[src/rtl/axi_lite_pkg.sv]
// Shared AXI-Lite response codes, Timer0 register map and write-lane helpers.
package axi_lite_pkg;

  localparam int unsigned REG_W        = 64;
  localparam int unsigned STRB_W       = 4;
  localparam int unsigned STRB_LANE_W  = 16;
  localparam int unsigned IDX_W        = 9;

  localparam logic [2:0] RESP_OKAY   = 3'b000;
  localparam logic [2:0] RESP_SLVERR = 3'b010;

  localparam logic [IDX_W-1:0] TIMER_CTRL   = 9'd0;
  localparam logic [IDX_W-1:0] TIMER_COUNT  = 9'd1;
  localparam logic [IDX_W-1:0] TIMER_CMP    = 9'd2;
  localparam logic [IDX_W-1:0] TIMER_STATUS = 9'd3;

  localparam int unsigned CTRL_EN_BIT     = 0;
  localparam int unsigned CTRL_AUTO_BIT   = 1;
  localparam int unsigned CTRL_IRQ_EN_BIT = 2;
  localparam int unsigned CTRL_PRESC_LSB  = 8;
  localparam int unsigned CTRL_PRESC_W    = 8;

  // Register write request from the bus front end to the timer core.
  typedef struct packed {
    logic             en;
    logic [1:0]       idx;
    logic [REG_W-1:0] data;
    logic [STRB_W-1:0] strb;
  } timer_wr_t;

  // Merge new data into an old register value, one 16-bit lane per strobe bit.
  function automatic logic [REG_W-1:0] lane_merge(input logic [REG_W-1:0] old_val,
                                                  input logic [REG_W-1:0] new_val,
                                                  input logic [STRB_W-1:0] strb);
    logic [REG_W-1:0] mask;
    for (int i = 0; i < int'(STRB_W); i++) begin
      mask[i*STRB_LANE_W +: STRB_LANE_W] = {STRB_LANE_W{strb[i]}};
    end
    return (old_val & ~mask) | (new_val & mask);
  endfunction

endpackage

[src/rtl/axi_lite_timer_if.sv]
// AXI-Lite bus bundle between the core's initiator and the Timer0 responder.
interface axi_lite_timer_if #(
  parameter int unsigned ADDR_W = 64,
  parameter int unsigned DATA_W = 64
);
  logic              AWVALID;
  logic              AWREADY;
  logic [ADDR_W-1:0] AWADDR;
  logic [2:0]        AWPROT;
  logic              WVALID;
  logic              WREADY;
  logic [DATA_W-1:0] WDATA;
  logic [3:0]        WSTRB;
  logic              BVALID;
  logic              BREADY;
  logic [2:0]        BRESP;
  logic              ARVALID;
  logic              ARREADY;
  logic [ADDR_W-1:0] ARADDR;
  logic [2:0]        ARPROT;
  logic              RVALID;
  logic              RREADY;
  logic [DATA_W-1:0] RDATA;
  logic [2:0]        RRESP;

  modport master (
    output AWVALID, AWADDR, AWPROT, WVALID, WDATA, WSTRB, BREADY,
           ARVALID, ARADDR, ARPROT, RREADY,
    input  AWREADY, WREADY, BVALID, BRESP, ARREADY, RVALID, RDATA, RRESP
  );

  modport slave (
    input  AWVALID, AWADDR, AWPROT, WVALID, WDATA, WSTRB, BREADY,
           ARVALID, ARADDR, ARPROT, RREADY,
    output AWREADY, WREADY, BVALID, BRESP, ARREADY, RVALID, RDATA, RRESP
  );
endinterface

[src/rtl/axi_lite_timer_core.sv]
// Timer0 datapath: prescaler, 64-bit COUNT/CMP, sticky MATCH and the registered IRQ.
module timer_core
  import axi_lite_pkg::*;
#(
  parameter logic [REG_W-1:0] RESET_CMP = '1
) (
  input  logic             clk,
  input  logic             rst,
  input  timer_wr_t        wr_req,
  output logic [REG_W-1:0] ctrl_word,
  output logic [REG_W-1:0] count,
  output logic [REG_W-1:0] cmp,
  output logic [REG_W-1:0] status,
  output logic             irq
);

  logic                    en_q, auto_q, irq_en_q, match_q, irq_q;
  logic [CTRL_PRESC_W-1:0] presc_q, presc_cnt_q;
  logic [REG_W-1:0]        count_q, cmp_q;

  logic tick_c, match_hit_c, wr_ctrl_c, wr_count_c, wr_cmp_c, clr_match_c;

  always_comb begin
    tick_c      = en_q && (presc_cnt_q == presc_q);
    match_hit_c = tick_c && (count_q == cmp_q);
    wr_ctrl_c   = wr_req.en && (wr_req.idx == 2'(TIMER_CTRL));
    wr_count_c  = wr_req.en && (wr_req.idx == 2'(TIMER_COUNT));
    wr_cmp_c    = wr_req.en && (wr_req.idx == 2'(TIMER_CMP));
    clr_match_c = wr_req.en && (wr_req.idx == 2'(TIMER_STATUS)) &&
                  wr_req.strb[0] && wr_req.data[0];
  end

  always_ff @(posedge clk) begin
    if (rst) begin
      en_q        <= 1'b0;
      auto_q      <= 1'b0;
      irq_en_q    <= 1'b0;
      presc_q     <= '0;
      presc_cnt_q <= '0;
      count_q     <= '0;
      cmp_q       <= RESET_CMP;
      match_q     <= 1'b0;
      irq_q       <= 1'b0;
    end else begin
      // CTRL fields all live in lanes 0; a CTRL write restarts the prescaler.
      if (wr_ctrl_c) begin
        if (wr_req.strb[0]) begin
          en_q     <= wr_req.data[CTRL_EN_BIT];
          auto_q   <= wr_req.data[CTRL_AUTO_BIT];
          irq_en_q <= wr_req.data[CTRL_IRQ_EN_BIT];
          presc_q  <= wr_req.data[CTRL_PRESC_LSB +: CTRL_PRESC_W];
        end
        presc_cnt_q <= '0;
      end else if (en_q) begin
        presc_cnt_q <= tick_c ? '0 : presc_cnt_q + CTRL_PRESC_W'(1);
      end

      // Software write beats the tick; compare already used the old COUNT.
      if (wr_count_c) begin
        count_q <= lane_merge(count_q, wr_req.data, wr_req.strb);
      end else if (tick_c) begin
        count_q <= (match_hit_c && auto_q) ? '0 : count_q + REG_W'(1);
      end

      if (wr_cmp_c) begin
        cmp_q <= lane_merge(cmp_q, wr_req.data, wr_req.strb);
      end

      if (match_hit_c) begin
        match_q <= 1'b1;
      end else if (clr_match_c) begin
        match_q <= 1'b0;
      end

      irq_q <= match_q && irq_en_q;
    end
  end

  assign ctrl_word = {48'd0, presc_q, 5'd0, irq_en_q, auto_q, en_q};
  assign count     = count_q;
  assign cmp       = cmp_q;
  assign status    = {63'd0, match_q};
  assign irq       = irq_q;

endmodule

[src/rtl/axi_lite_timer.sv]
// Timer0 AXI-Lite responder: write/read channel FSMs and register decode.
// Optional TIMER_PRIV_CHECK_EN rejects unprivileged (AxPROT[0]=0) accesses with SLVERR.
module axi_lite_timer
  import axi_lite_pkg::*;
#(
  parameter int unsigned      ADDR_W    = 64,
  parameter int unsigned      DATA_W    = 64,
  parameter logic [REG_W-1:0] RESET_CMP = 64'hFFFF_FFFF_FFFF_FFFF
) (
  input  logic             ACLK,
  input  logic             ARESET,
  axi_lite_timer_if.slave  bus,
  output logic             TimerIrq
);

  localparam int unsigned IDX_HI = (ADDR_W >= 12) ? 11 : ADDR_W - 1;

  localparam logic [1:0] WS_IDLE    = 2'd0;
  localparam logic [1:0] WS_HAVE_AW = 2'd1;
  localparam logic [1:0] WS_HAVE_W  = 2'd2;
  localparam logic [1:0] WS_RESP    = 2'd3;
  localparam logic [0:0] RS_IDLE    = 1'b0;
  localparam logic [0:0] RS_RESP    = 1'b1;

  logic [1:0]        wstate_q, wstate_d;
  logic              aw_held_q, aw_held_d, w_held_q, w_held_d;
  logic [IDX_W-1:0]  aw_idx_q, aw_idx_d;
  logic              aw_priv_q, aw_priv_d;
  logic [REG_W-1:0]  w_data_q, w_data_d;
  logic [STRB_W-1:0] w_strb_q, w_strb_d;
  logic              awready_q, awready_d, wready_q, wready_d, bvalid_q, bvalid_d;
  logic [2:0]        bresp_q, bresp_d;
  logic              wr_commit_c, wr_ok_c;

  logic [0:0]        rstate_q, rstate_d;
  logic              arready_q, arready_d, rvalid_q, rvalid_d;
  logic [DATA_W-1:0] rdata_q, rdata_d;
  logic [2:0]        rresp_q, rresp_d;
  logic [IDX_W-1:0]  ar_idx_c;
  logic              rd_ok_c;
  logic [REG_W-1:0]  rd_mux_c;

  logic [REG_W-1:0]  ctrl_word, count, cmp, status;
  timer_wr_t         wr_req;

`ifdef TIMER_PRIV_CHECK_EN
  always_comb begin
    wr_ok_c = (aw_idx_q <= TIMER_STATUS) && aw_priv_q;
    rd_ok_c = (ar_idx_c <= TIMER_STATUS) && bus.ARPROT[0];
  end
`else
  always_comb begin
    wr_ok_c = (aw_idx_q <= TIMER_STATUS);
    rd_ok_c = (ar_idx_c <= TIMER_STATUS);
  end
`endif

  // Write channel: AW and W captured independently, committed one cycle after both held.
  always_comb begin
    wstate_d    = wstate_q;
    aw_held_d   = aw_held_q;
    w_held_d    = w_held_q;
    aw_idx_d    = aw_idx_q;
    aw_priv_d   = aw_priv_q;
    w_data_d    = w_data_q;
    w_strb_d    = w_strb_q;
    awready_d   = awready_q;
    wready_d    = wready_q;
    bvalid_d    = bvalid_q;
    bresp_d     = bresp_q;
    wr_commit_c = 1'b0;
    case (wstate_q)
      WS_RESP: begin
        if (bus.BREADY) begin
          bvalid_d  = 1'b0;
          awready_d = 1'b1;
          wready_d  = 1'b1;
          aw_held_d = 1'b0;
          w_held_d  = 1'b0;
          wstate_d  = WS_IDLE;
        end
      end
      default: begin
        if (aw_held_q && w_held_q) begin
          wr_commit_c = 1'b1;
          bvalid_d    = 1'b1;
          bresp_d     = wr_ok_c ? RESP_OKAY : RESP_SLVERR;
          wstate_d    = WS_RESP;
        end else begin
          if (bus.AWVALID && awready_q) begin
            aw_held_d = 1'b1;
            aw_idx_d  = IDX_W'(bus.AWADDR[IDX_HI:3]);
            aw_priv_d = bus.AWPROT[0];
            awready_d = 1'b0;
          end
          if (bus.WVALID && wready_q) begin
            w_held_d = 1'b1;
            w_data_d = REG_W'(bus.WDATA);
            w_strb_d = bus.WSTRB;
            wready_d = 1'b0;
          end
          if (aw_held_d) begin
            wstate_d = WS_HAVE_AW;
          end else if (w_held_d) begin
            wstate_d = WS_HAVE_W;
          end
        end
      end
    endcase
  end

  always_ff @(posedge ACLK) begin
    if (ARESET) begin
      wstate_q  <= WS_IDLE;
      aw_held_q <= 1'b0;
      w_held_q  <= 1'b0;
      aw_idx_q  <= '0;
      aw_priv_q <= 1'b0;
      w_data_q  <= '0;
      w_strb_q  <= '0;
      awready_q <= 1'b1;
      wready_q  <= 1'b1;
      bvalid_q  <= 1'b0;
      bresp_q   <= RESP_OKAY;
    end else begin
      wstate_q  <= wstate_d;
      aw_held_q <= aw_held_d;
      w_held_q  <= w_held_d;
      aw_idx_q  <= aw_idx_d;
      aw_priv_q <= aw_priv_d;
      w_data_q  <= w_data_d;
      w_strb_q  <= w_strb_d;
      awready_q <= awready_d;
      wready_q  <= wready_d;
      bvalid_q  <= bvalid_d;
      bresp_q   <= bresp_d;
    end
  end

  always_comb begin
    ar_idx_c = IDX_W'(bus.ARADDR[IDX_HI:3]);
    case (ar_idx_c[1:0])
      2'(TIMER_CTRL):  rd_mux_c = ctrl_word;
      2'(TIMER_COUNT): rd_mux_c = count;
      2'(TIMER_CMP):   rd_mux_c = cmp;
      default:         rd_mux_c = status;
    endcase
  end

  // Read channel: sample the register file at the AR handshake, hold until RREADY.
  always_comb begin
    rstate_d  = rstate_q;
    arready_d = arready_q;
    rvalid_d  = rvalid_q;
    rdata_d   = rdata_q;
    rresp_d   = rresp_q;
    case (rstate_q)
      RS_RESP: begin
        if (bus.RREADY) begin
          rvalid_d  = 1'b0;
          arready_d = 1'b1;
          rstate_d  = RS_IDLE;
        end
      end
      default: begin
        if (bus.ARVALID && arready_q) begin
          rvalid_d  = 1'b1;
          arready_d = 1'b0;
          rdata_d   = rd_ok_c ? DATA_W'(rd_mux_c) : '0;
          rresp_d   = rd_ok_c ? RESP_OKAY : RESP_SLVERR;
          rstate_d  = RS_RESP;
        end
      end
    endcase
  end

  always_ff @(posedge ACLK) begin
    if (ARESET) begin
      rstate_q  <= RS_IDLE;
      arready_q <= 1'b1;
      rvalid_q  <= 1'b0;
      rdata_q   <= '0;
      rresp_q   <= RESP_OKAY;
    end else begin
      rstate_q  <= rstate_d;
      arready_q <= arready_d;
      rvalid_q  <= rvalid_d;
      rdata_q   <= rdata_d;
      rresp_q   <= rresp_d;
    end
  end

  always_comb begin
    wr_req.en   = wr_commit_c && wr_ok_c;
    wr_req.idx  = aw_idx_q[1:0];
    wr_req.data = w_data_q;
    wr_req.strb = w_strb_q;
  end

  timer_core #(
    .RESET_CMP (RESET_CMP)
  ) u_core (
    .clk       (ACLK),
    .rst       (ARESET),
    .wr_req    (wr_req),
    .ctrl_word (ctrl_word),
    .count     (count),
    .cmp       (cmp),
    .status    (status),
    .irq       (TimerIrq)
  );

  assign bus.AWREADY = awready_q;
  assign bus.WREADY  = wready_q;
  assign bus.BVALID  = bvalid_q;
  assign bus.BRESP   = bresp_q;
  assign bus.ARREADY = arready_q;
  assign bus.RVALID  = rvalid_q;
  assign bus.RDATA   = rdata_q;
  assign bus.RRESP   = rresp_q;

endmodule
[src/flat_wrapper.sv]
// flat-port wrapper written by rule: the top's interface ports become plain ports
module axi_lite_timer_flat import axi_lite_pkg::*;
#(
  parameter int unsigned      ADDR_W    = 64,
  parameter int unsigned      DATA_W    = 64,
  parameter logic [REG_W-1:0] RESET_CMP = 64'hFFFF_FFFF_FFFF_FFFF
)
  (ACLK, ARESET, TimerIrq, bus_AWVALID, bus_AWADDR, bus_AWPROT, bus_WVALID, bus_WDATA, bus_WSTRB, bus_BREADY, bus_ARVALID, bus_ARADDR, bus_ARPROT, bus_RREADY, bus_AWREADY, bus_WREADY, bus_BVALID, bus_BRESP, bus_ARREADY, bus_RVALID, bus_RDATA, bus_RRESP);
  axi_lite_timer_if #(.ADDR_W(ADDR_W), .DATA_W(DATA_W)) bus_i ();
  input  logic ACLK;
  input  logic ARESET;
  output logic TimerIrq;
  input wire logic [$bits(bus_i.AWVALID)-1:0] bus_AWVALID;
  input wire logic [$bits(bus_i.AWADDR)-1:0] bus_AWADDR;
  input wire logic [$bits(bus_i.AWPROT)-1:0] bus_AWPROT;
  input wire logic [$bits(bus_i.WVALID)-1:0] bus_WVALID;
  input wire logic [$bits(bus_i.WDATA)-1:0] bus_WDATA;
  input wire logic [$bits(bus_i.WSTRB)-1:0] bus_WSTRB;
  input wire logic [$bits(bus_i.BREADY)-1:0] bus_BREADY;
  input wire logic [$bits(bus_i.ARVALID)-1:0] bus_ARVALID;
  input wire logic [$bits(bus_i.ARADDR)-1:0] bus_ARADDR;
  input wire logic [$bits(bus_i.ARPROT)-1:0] bus_ARPROT;
  input wire logic [$bits(bus_i.RREADY)-1:0] bus_RREADY;
  output wire logic [$bits(bus_i.AWREADY)-1:0] bus_AWREADY;
  output wire logic [$bits(bus_i.WREADY)-1:0] bus_WREADY;
  output wire logic [$bits(bus_i.BVALID)-1:0] bus_BVALID;
  output wire logic [$bits(bus_i.BRESP)-1:0] bus_BRESP;
  output wire logic [$bits(bus_i.ARREADY)-1:0] bus_ARREADY;
  output wire logic [$bits(bus_i.RVALID)-1:0] bus_RVALID;
  output wire logic [$bits(bus_i.RDATA)-1:0] bus_RDATA;
  output wire logic [$bits(bus_i.RRESP)-1:0] bus_RRESP;
  assign bus_i.AWVALID = bus_AWVALID;
  assign bus_i.AWADDR = bus_AWADDR;
  assign bus_i.AWPROT = bus_AWPROT;
  assign bus_i.WVALID = bus_WVALID;
  assign bus_i.WDATA = bus_WDATA;
  assign bus_i.WSTRB = bus_WSTRB;
  assign bus_i.BREADY = bus_BREADY;
  assign bus_i.ARVALID = bus_ARVALID;
  assign bus_i.ARADDR = bus_ARADDR;
  assign bus_i.ARPROT = bus_ARPROT;
  assign bus_i.RREADY = bus_RREADY;
  assign bus_AWREADY = bus_i.AWREADY;
  assign bus_WREADY = bus_i.WREADY;
  assign bus_BVALID = bus_i.BVALID;
  assign bus_BRESP = bus_i.BRESP;
  assign bus_ARREADY = bus_i.ARREADY;
  assign bus_RVALID = bus_i.RVALID;
  assign bus_RDATA = bus_i.RDATA;
  assign bus_RRESP = bus_i.RRESP;
  axi_lite_timer #(.ADDR_W(ADDR_W), .DATA_W(DATA_W), .RESET_CMP(RESET_CMP)) u_core (.ACLK(ACLK), .ARESET(ARESET), .bus(bus_i), .TimerIrq(TimerIrq));
endmodule
[config.mk]
export PLATFORM = sky130hd
export DESIGN_NAME = axi_lite_timer_flat
export DESIGN_NICKNAME = d
export VERILOG_FILES = /design/src/rtl/axi_lite_pkg.sv /design/src/rtl/axi_lite_timer_if.sv /design/src/rtl/axi_lite_timer_core.sv /design/src/rtl/axi_lite_timer.sv /design/src/flat_wrapper.sv
export SDC_FILE = /design/constraint.sdc
export NUM_CORES = 1
export LEC_CHECK = 0
export ABC_AREA = 1
export CORE_MARGIN = 5
export CORE_UTILIZATION = 48
export DETAILED_ROUTE_END_ITERATION = 8
export HOLD_SLACK_MARGIN = 0.15
export PLACE_DENSITY = 0.77
export SLEW_MARGIN = 20
export SYNTH_ARGS = -nofsm -noshare
export SYNTH_HDL_FRONTEND = slang
export SYNTH_SLANG_ARGS = --single-unit
[constraint.sdc]
create_clock -name ACLK -period 1.8 [get_ports ACLK]
set_input_delay 0.36 -clock ACLK [delete_from_list [all_inputs] [get_ports ACLK]]
set_output_delay 0.36 -clock ACLK [all_outputs]
set_load 0.02 [all_outputs]
* Word level (Yosys, flattened, before mapping)
Index checks and enable logic that the tools add are counted.
** Storage, ports and cells
- Output and inout port bits :: 76
- Register bits :: 306
- Logic and storage cells :: 130
** Operators by class
- Add/subtract/negate cells :: 2
- Bitwise logic cells :: 9
- $lt $le $gt $ge :: 2
- Eq/ne operators :: 11
- Reduce and logical (&&, ||, !) cells :: 36
- Muxes and demuxes :: 46
** Operator list (count)
- two-way mux 64 bit :: 4
- AND 64 bit :: 3
- one-hot mux 64 bit (3 select lines) :: 1
- bitwise OR 64 bit :: 2
- adder 64 x 1 -> 64 bit (second input constant) :: 1
- == test 64 bit :: 1
- NOT 64 bit :: 1
- two-way mux 1 bit :: 33
- less-or-equal comparator 9 x 2 -> 1 bit (second input constant) :: 2
- logical AND 1 bit :: 15
- two-way mux 2 bit :: 7
- AND reduction 2 bit :: 7
- AND reduction 3 bit :: 4
- nonzero test 2 bit :: 6
- adder 8 x 1 -> 8 bit (second input constant) :: 1
- == test 2 bit (second input constant) :: 4
- == test 8 bit :: 1
- two-way mux 8 bit :: 1
- == test 2 x 1 -> 1 bit (second input constant) :: 2
- zero test 2 bit :: 2
- inequality test 2 bit (second input constant) :: 2
- nonzero test 4 bit :: 1
- NOT 1 bit :: 3
- inequality test 2 x 1 -> 1 bit (second input constant) :: 1
- OR reduction 2 bit :: 1

* Logic depth before layout (Yosys ltp)
- Depth in word-level cells :: 9
- Depth in mapped cells :: 13
- Depth with buffers taken out :: 13

* Modules after synthesis
Synthesis repeated with hierarchy kept, for this count alone.
** Second synthesis, totals
- Cell total of the unflattened synthesis :: 2700
- Area total of the unflattened synthesis :: 17887.2 sq um
** Modules (own cells, without submodules)
- timer_core :: seq. area each 2982.9 sq um, area an instance 10267.3 sq um, times used 1, cells each 1636
- axi_lite_timer :: seq. area each 3062.9 sq um, area an instance 7619.8 sq um, times used 1, cells each 1064

* Worst setup path before layout
OpenSTA, ideal clock, no wires.
- Kind :: register to register
- Start point :: register with a tool-made name
- End point :: register with a tool-made name
- Stages on the path, launching flop included :: 12
- Arrival :: 1602 ps
- Buffers on the path :: 0
- Period minus slack after synthesis :: 1720 ps
- Setup slack :: 80 ps
- Path through :: dfxtp_1 -> ha_1 -> nand3_1 -> inv_1 -> nand2_1 -> nor2_2 -> nand3_1 -> nor2_2 -> xor2_1 -> inv_1 -> nand3_1 -> a21oi_1

==> results.ini <==
[hold_path]
hp-class=in -> reg
worstHoldEndpoint=u_core.aw_idx_q[2]$_SDFFE_PP0P_
hp-start=ARESET
min_path_cells=4

[power]
powerDensity_nw_per_um2=732
ir_drop_mv=0.753
leakagePower_nw=9.74

[clock_network]
numCtsBuffers=35
clock_latency_ps=520
cts_tree=yes
clockBufferDepth=3
cts.sinks=302
cts-htree-levels=2
cts.clk_slew.worst_paths_ps=60
cts-root-buf=clkbuf_16
hold_buffers=0

[routing]
ant_nets=0
wl_um=55300
vias_per_cell=5.60
vias=17500
drtPass1Iterations=9
wl_per_cell_um=17.7
drc=4
dr.first_iter.drc_count=1738

[floorplan]
io_pins=285
dieHeight_um=188
die_area_um2=35300
core-area_um2=31400
start_util=0.484
rows=65
die_x_um=188

[run_status]
outcome=finished with violations
violations=DRC, setup timing

[global_route]
grt_antenna_before_repair=0
gr-total-overflow=0
track_usage=0.286
grt_pass1_vias=16800
grt_pass1_wl_um=84500
grt_max_degree=65

[final_layout]
fillers=2402
nets=2908
utilization=0.708
syn2layout_area_growth_pct=46.3
finalNonFillerCells=3121
design_area_um2=22200
drive_gt1_frac=0.259
n_antenna_cell=0

[synth]
ys.flop_type=dfxtp_1
synth-edff-count=0
synth_area_um2=15200
synth-seq-cells=302
synth_cell_types=47
synth_area_per_cell_um2=6.70
syn_inst=2266
yosysWarnings=0
yosysSeqAreaShare=0.398
ys_async_sr_fraction=0

[flow_run]
maxCapViolations=0

[sta]
fin_crit_ps=1990
setup_violations=72
rsz0062_at_grt=yes
clock.fmax_mhz=503
hold_viol=0
maxSlewViolCount=0
finalClockSkew_ps=21.3
max_slew_margin=0.561
fin_ws_ps=-187
layout_worst_path_cycle_share=1.10
worstMarginPinSlew_ps=658

[critical_path]
ff2ff_path_depth=14
crit_fanout=9
crit_type=reg -> reg
endpoint_kind=register
crit_required_ps=2200
crit_path_start_kind=register
r2r_slack_ps=-190
worstPathArrival_ps=2390

[placement]
io_buffers=164
dp_cells=3028
hpwl_um=36500
dpl_cell_area_um2=19500
gp_congestion=0.996

cell type report:
class	count	area, um2	share of cell area
inverter	201	776	0.0349
timing repair inverter	1	7.51	0.000338
clock inverter	6	91.3	0.00411
timing repair buffer	515	4870	0.219
tap	402	503	0.0226
clock buffer	53	1100	0.0493
sequential	302	6120	0.276
multi-input combinational	1641	8740	0.394
per-stage QoR:
| stage | worst slack [ps] | total power, mW | hold slack, ps | TNS (ps) |
|---|---|---|---|---|
| after floorplan | 80.3 | 8.14 | 423 | 0 |
| after global placement | -211 | 8.92 | 454 | -17430 |
| after detailed placement | -273 | 8.97 | 457 | -23360 |
| after CTS | -102 | 16.2 | 238 | -4590 |
| after global routing | -268 | 16.8 | 269 | -16350 |
| final | -187 | 16.3 | 251 | -9000 |
cells in the mapped netlist (3+ instances only):
library cell    n  area share
o21ai_0       197       0.065
xor2_1         53       0.031
xnor2_1        11      0.0063
a31oi_1         6      0.0025
nor3_1         21      0.0069
nor2_2          9      0.0037
clkbuf_2        5      0.0016
o221ai_1        7      0.0040
inv_2           6      0.0015
inv_1         195       0.048
nor2_1        292       0.072
nor2_8          3      0.0040
nand4_1        23      0.0095
nor3b_1         3      0.0015
o31ai_1         3      0.0015
o211ai_1        5      0.0025
a22o_1          6      0.0035
nand2_1       522        0.13
o22ai_1        34       0.014
o21ai_2         5      0.0029
and2_1          5      0.0021
nor2_4          7      0.0052
a21oi_1       252       0.083
dfxtp_1       302        0.40
nand2_2         5      0.0021
o21ai_1        22      0.0073
buf_2          26      0.0086
buf_6           3      0.0022
a211oi_1        6      0.0030
buf_4          11      0.0054
nand3_1       123       0.041
clkbuf_1       80       0.020
layout by cell type (no fill, tap or decap), types with 9 or more instances in the layout:
cell             instances
buf_12                  28
nor2_2                  32
nand3_4                  9
clkbuf_8                11
o22ai_1                 34
clkbuf_16               46
buf_6                   17
nor2_1                 252
dfxtp_1                257
nand2_2                 28
buf_4                  291
nand2_1                495
clkdlybuf4s50_1         92
inv_1                  178
dlygate4sd2_1           71
a21oi_1                199
xnor2_1                 11
nor2_4                  24
o21ai_1                 39
nand4_1                 23
nand3_1                 74
dfxtp_2                 36
xor2_1                  53
o21ai_0                172
a21oi_2                 52
inv_2                   19
dfxtp_4                  9
nor3_1                  16
nand3_2                 42
o21ai_2                 10
per-layer routing:
| metal | global-route usage | wire, um |
|---|---|---|
| met1 | 0.382 | 22800 |
| met2 | 0.474 | 25400 |
| met3 | 0.0450 | 4900 |
| met4 | 0.0991 | 2170 |
| met5 | 0 | 0 |
critical path: stages (launching register included):
cell and delay (ps):
dfxtp_2 340, inv_1 70, nand2_1 70, nand2_1 80
nor2_2 170, nand2_1 90, nor2_2 100, nand2_1 70
nor2_1 80, buf_4 160, nand4_4 120, buf_12 210
clkbuf_16 190, nand2_1 80, a21oi_1 60
report_power, final:
| part | switching [mW] | internal (mW) |
|---|---|---|
| clock | 2.82 | 4.48 |
| sequential | 0.327 | 6.97 |
| combinational | 0.968 | 0.685 |
worst max-delay path by stage:
stage / endpoint / from
6_report: register / register
5_1_grt: register / register
4_1_cts: register / register
3_5_place_dp: u_core.bus.RDATA[9]$_SDFFE_PP0P_ / bus_ARADDR[9]
3_3_place_gp: u_core.bus.RDATA[13]$_SDFFE_PP0P_ / bus_ARADDR[9]
2_1_floorplan: register / register
cell families after synthesis:
| logic type | after synthesis | synth area share |
|---|---|---|
| xor gates and xnor gates | 64 | 0.0369 |
| AOI/OAI and AO/OA | 546 | 0.191 |
| and+or+nand+nor | 1024 | 0.285 |
| adders and majority gates | 2 | 0.00165 |
| DFF | 302 | 0.398 |
| buffers and inverters | 327 | 0.0876 |
| other | 1 | 0.000247 |
timing repair:
item	in CTS	in global routing
pin swaps	20	27
gates cloned	8	10
buffers inserted	10	6
resized for setup	186	241
setup endpoints to repair	155	138
Note: power is estimated with default switching activity, not from simulation.
